===== config.mk =====
export PLATFORM = sky130hd
export DESIGN_NAME = ps2_scan_decoder
export DESIGN_NICKNAME = d
export VERILOG_FILES = /design/src/rtl/ps2_scan_decoder.sv
export SDC_FILE = /design/constraint.sdc
export NUM_CORES = 1
export LEC_CHECK = 0
export CAP_MARGIN = 0
export CORE_MARGIN = 1.5
export CORE_UTILIZATION = 35
export CTS_CLUSTER_DIAMETER = 100
export DETAILED_ROUTE_END_ITERATION = 8
export GPL_ROUTABILITY_DRIVEN = 0
export HOLD_SLACK_MARGIN = 0.08
export PLACE_DENSITY_LB_ADDON = 0.3
export SYNTH_ARGS = -nofsm -noshare
export SYNTH_HDL_FRONTEND = slang
export SYNTH_SLANG_ARGS = --single-unit
export TNS_END_PERCENT = 5

===== constraint.sdc =====
create_clock -name clk -period 2.6 [get_ports clk]
set_clock_uncertainty 0.1 [all_clocks]
set_input_delay 0.26 -clock clk [delete_from_list [all_inputs] [get_ports clk]]
set_output_delay 0.26 -clock clk [all_outputs]
set_load 0.02 [all_outputs]

===== src/rtl/ps2_scan_decoder.sv =====
// PS/2 set-2 scan byte decoder: make/break/typematic events plus a held-key slot table.
// Define PS2_EXT_KEY_EN to compile in E0 extended-key prefix handling.
module ps2_scan_decoder #(
  parameter int unsigned SLOTS = 4,
  parameter int unsigned CNT_W = 8
) (
  input  logic                         clk,
  input  logic                         rst_n,
  input  logic                         byte_valid,
  input  logic [7:0]                   byte_data,
  output logic                         byte_ready,
  output logic                         evt_valid,
  output logic                         evt_make,
  output logic                         evt_rpt,
  output logic                         evt_ext,
  output logic [7:0]                   evt_code,
  output logic [7:0]                   last_code,
  output logic [$clog2(SLOTS+1)-1:0]   held_cnt,
  output logic [CNT_W-1:0]             press_cnt,
  output logic                         overflow
);

  localparam int unsigned HW = $clog2(SLOTS + 1);
  localparam int unsigned IW = (SLOTS > 1) ? $clog2(SLOTS) : 1;

`ifdef PS2_EXT_KEY_EN
  typedef enum logic [1:0] {IDLE, BRK, EXT, EXT_BRK} state_t;
`else
  typedef enum logic [0:0] {IDLE, BRK} state_t;
`endif

  state_t state_q, state_d;

  logic [SLOTS-1:0] slot_vld;
  logic [8:0]       slot_key [SLOTS];

  logic          fire, is_make, is_ext;
  logic [8:0]    key;
  logic          hit, free;
  logic [IW-1:0] hit_idx, free_idx;

  assign byte_ready = rst_n;
  assign key        = {is_ext, byte_data};

  always_comb begin
    state_d = state_q;
    fire    = 1'b0;
    is_make = 1'b0;
    is_ext  = 1'b0;
    if (byte_valid && byte_ready) begin
      case (state_q)
        IDLE: begin
          if (byte_data == 8'hE0) begin
`ifdef PS2_EXT_KEY_EN
            state_d = EXT;
`endif
          end else if (byte_data == 8'hF0) begin
            state_d = BRK;
          end else begin
            fire    = 1'b1;
            is_make = 1'b1;
          end
        end
        BRK: begin
          fire    = 1'b1;
          state_d = IDLE;
        end
`ifdef PS2_EXT_KEY_EN
        EXT: begin
          // a repeated E0 is just a redundant prefix
          if (byte_data == 8'hF0) begin
            state_d = EXT_BRK;
          end else if (byte_data != 8'hE0) begin
            fire    = 1'b1;
            is_make = 1'b1;
            is_ext  = 1'b1;
            state_d = IDLE;
          end
        end
        EXT_BRK: begin
          fire    = 1'b1;
          is_ext  = 1'b1;
          state_d = IDLE;
        end
`endif
        default: state_d = IDLE;
      endcase
    end
  end

  always_comb begin
    hit      = 1'b0;
    hit_idx  = '0;
    free     = 1'b0;
    free_idx = '0;
    for (int unsigned i = 0; i < SLOTS; i++) begin
      if (slot_vld[i] && (slot_key[i] == key) && !hit) begin
        hit     = 1'b1;
        hit_idx = i[IW-1:0];
      end
      if (!slot_vld[i] && !free) begin
        free     = 1'b1;
        free_idx = i[IW-1:0];
      end
    end
  end

  always_comb begin
    held_cnt = '0;
    for (int unsigned i = 0; i < SLOTS; i++)
      held_cnt = held_cnt + HW'(slot_vld[i]);
  end

  always_ff @(posedge clk or negedge rst_n) begin
    if (!rst_n) begin
      state_q   <= IDLE;
      slot_vld  <= '0;
      for (int unsigned i = 0; i < SLOTS; i++) slot_key[i] <= '0;
      evt_valid <= 1'b0;
      evt_make  <= 1'b0;
      evt_rpt   <= 1'b0;
      evt_ext   <= 1'b0;
      evt_code  <= '0;
      last_code <= '0;
      press_cnt <= '0;
      overflow  <= 1'b0;
    end else begin
      state_q   <= state_d;
      evt_valid <= fire;
      if (fire) begin
        evt_make <= is_make;
        evt_rpt  <= is_make && hit;
        evt_ext  <= is_ext;
        evt_code <= byte_data;
        if (is_make && !hit) begin
          press_cnt <= press_cnt + 1'b1;
          last_code <= byte_data;
          if (free) begin
            slot_vld[free_idx] <= 1'b1;
            slot_key[free_idx] <= key;
          end else begin
            overflow <= 1'b1;
          end
        end
        if (!is_make && hit) slot_vld[hit_idx] <= 1'b0;
      end
    end
  end

endmodule


==> metrics.cfg, run 1 <==
[run_status]
outcome=finished clean

[clock_network]
clkTransAtPathRegs_ns=0.07
cts_num_sinks=65
h-tree-depth=3
insertion_delay_ns=0.34
numCtsBuffers=9
cts_root_buf=clkbuf_8
cts_tree=yes
cts_setup_buffers=0
clockBufferDepth=2

[placement]
dp.cells=421
place_area_sq_um=3950
dp_slack_ns=-0.332
dpl.hpwl_mm=4.87
numPortBuffers=42

[die]
fp.dieH_um=98.1
core-area_sq_um=8760
rows=34
dieArea_sq_um=9630
start_util=0.361
boundaryPins=44
die_w_um=98.1

[global_route]
grt_max_degree=42
grt_pass1_vias=2205
grt_antenna_before_repair=0
overflow=0
track_usage=0.149
grt_pass1_wl_mm=11.3

[yosys]
ys.warnings.count=0
ys_seq_area_frac=0.514
synth_nets=265
postSynthCellCount=248
synth_cell_types=38
synth_top_cell_by_area=dfrtp_1
yosysTopAreaCellShare=0.514
synth_area_leaders=dfrtp_1 (51%), mux2_2 (17%), xnor2_1 (8.6%)
synthArstFlopShare=1.00
avgSynthCellArea_sq_um=12.8
synth-seq-cells=65
synth_area_sq_um=3170
ys.flop_type=dfrtp_1
synth-edff-count=0

[layout]
nFillCells=810
mostFrequentLayoutCells=dfrtp_1 (65), mux2_2 (48), buf_4 (36)
diodes=0
nets=342
fin_util=0.478
final_layout_size_suffix_gt1_frac=0.339
fin_area_sq_um=4190
syn_to_final_growth_pct=32.4
instances_no_fill=438
final_common_cell=dfrtp_1

[setup_path]
path_max_fanout=9
critPathSlowestCell=clkdlybuf4s50_1
cp-start-kind=input pin
slowest_delay_ns=0.66
path_cells=clkdlybuf4s50_1 -> xnor2_1 -> nand4_1 -> nor4_1 -> or3_4 -> or4_1 -> buf_4 -> mux2_2
cp.arrival_ns=2.60
critPathBufInv=2
end_kind=flop
critPathKind=in2reg
required_ns=2.72
cp_top_family=simple AND/OR/NAND/NOR gates

[power]
power_leakage_nw=1.79
vdd_ir_drop_max_mv=0.352
total_power_mw=4.18
powerDensity_nw_per_um2=998

[timing]
period_needed_ns=2.48
finalWorstSetupSlack_ns=0.120
rsz0062_at_grt=no
max_slew_margin=0.649
hold_viol_final=0
drv_slew=0
fmax_ghz=0.403
post-route-period-util=0.954
tightestPinTransition_ns=0.527
finalSetupViolCount=0

[routing]
drc=0
ant_nets=0
wirelength_mm=6.60
wl_per_cell_um=15.1
drt-pass1-iter-count=4
drt_iter0_drc=56
via_count=2096
via_per_inst=4.79

[flow_run]
cap_violations=0

[min_path]
hold_path.class=in2async

stage by stage:
stage / hold WS, ns / setup TNS (ns)
finish: 0.367 / 0
floorplan: -0.136 / 0
global route: 0.388 / 0
CTS: 0.365 / 0
detailed placement: 0.211 / -11.45
global placement: 0.198 / -10.91
cell usage after synthesis, types with 5 or more instances:
library cell  count
buf_4            12
dfrtp_1          65
ha_1              5
inv_1             9
mux2_2           48
nand2_1           7
nand3_1           9
nand4_1           6
nor2_1            6
nor3_1            7
xnor2_1          31
xor2_1            8
power by group:
part	leakage [nW]	total (mW)	internal (mW)	switching (mW)
registers	0.769	1.66	1.38	0.273
clock network	0.105	0.969	0.567	0.402
logic	0.914	1.56	0.848	0.709
sequential cells by signal, summed over array words and instances (netlist names):
name / cells
evt_code: 8
evt_make: 1
evt_rpt: 1
evt_valid: 1
last_code: 8
overflow: 1
press_cnt: 8
slot_key: 32
slot_vld: 4
state_q: 1
logic make-up (layout without fill, tap and decap cells):
group	after synthesis	after routing	synth area share
compound gates	11	11	0.0237
xor+xnor	39	39	0.108
fa+ha+maj	6	6	0.0261
buf+inv	26	108	0.0478
flops	65	65	0.514
mux	49	49	0.174
other cells	1	1	0.00118
simple gates	51	51	0.105
worst paths after layout:
kind                            cells past startpoint                        to                     start  slack [ns]
worst max-delay path                                8  slot_key[32]$_DFFE_PN0P_              byte_data[4]        0.12
worst min-delay path                                3   slot_vld[2]$_DFFE_PN0P_                     rst_n        0.37
worst max register to register                      7  slot_key[32]$_DFFE_PN0P_   slot_key[5]$_DFFE_PN0P_        0.27
worst min register to register                      1  press_cnt[7]$_DFFE_PN0P_  press_cnt[7]$_DFFE_PN0P_        0.37
max in group asynchronous                           4  slot_key[15]$_DFFE_PN0P_                     rst_n        1.18
min in group clk                                    1  press_cnt[7]$_DFFE_PN0P_  press_cnt[7]$_DFFE_PN0P_        0.37
metal layers:
metal  global-route usage  up-vias  part of all wire
li1                     -     1009                 -
met5                    0        -                 0
met3               0.0351        7             0.025
met4               0.0495        0             0.013
met1                0.196     1043              0.47
met2                0.243       37              0.49
worst register-to-register path, stage by stage (launching register included):
cell	delay, ns
dfrtp_1	0.40
xnor2_1	0.13
nand3_1	0.12
nor4_1	0.07
or3_4	0.44
or4_1	0.49
buf_4	0.19
mux2_2	0.28
layout make-up:
cell class              count  area, sq um  area share
clock inverters             6         91.3      0.0218
clock buffers              10          138      0.0328
repair buffers             83          776       0.185
flip-flops and latches     65         1630       0.388
multi-input cells         157         1390       0.332
well taps                 108          135      0.0322
inverters                   9         33.8     0.00806
repair_timing:
item / in CTS / in global routing
endpoints found under the hold margin: 24 / 0
hold buffers: 1 / 0
gates resized for setup: 3 / 6
setup endpoints to repair: 3 / 18
Power figures use the tool's default switching activity.
==> run 2: changes to the inputs <==
- CTS_CLUSTER_SIZE: not set -> 24
==> results of run 2 <==
Final layout, timing and power as in run 1 (identical DEF).
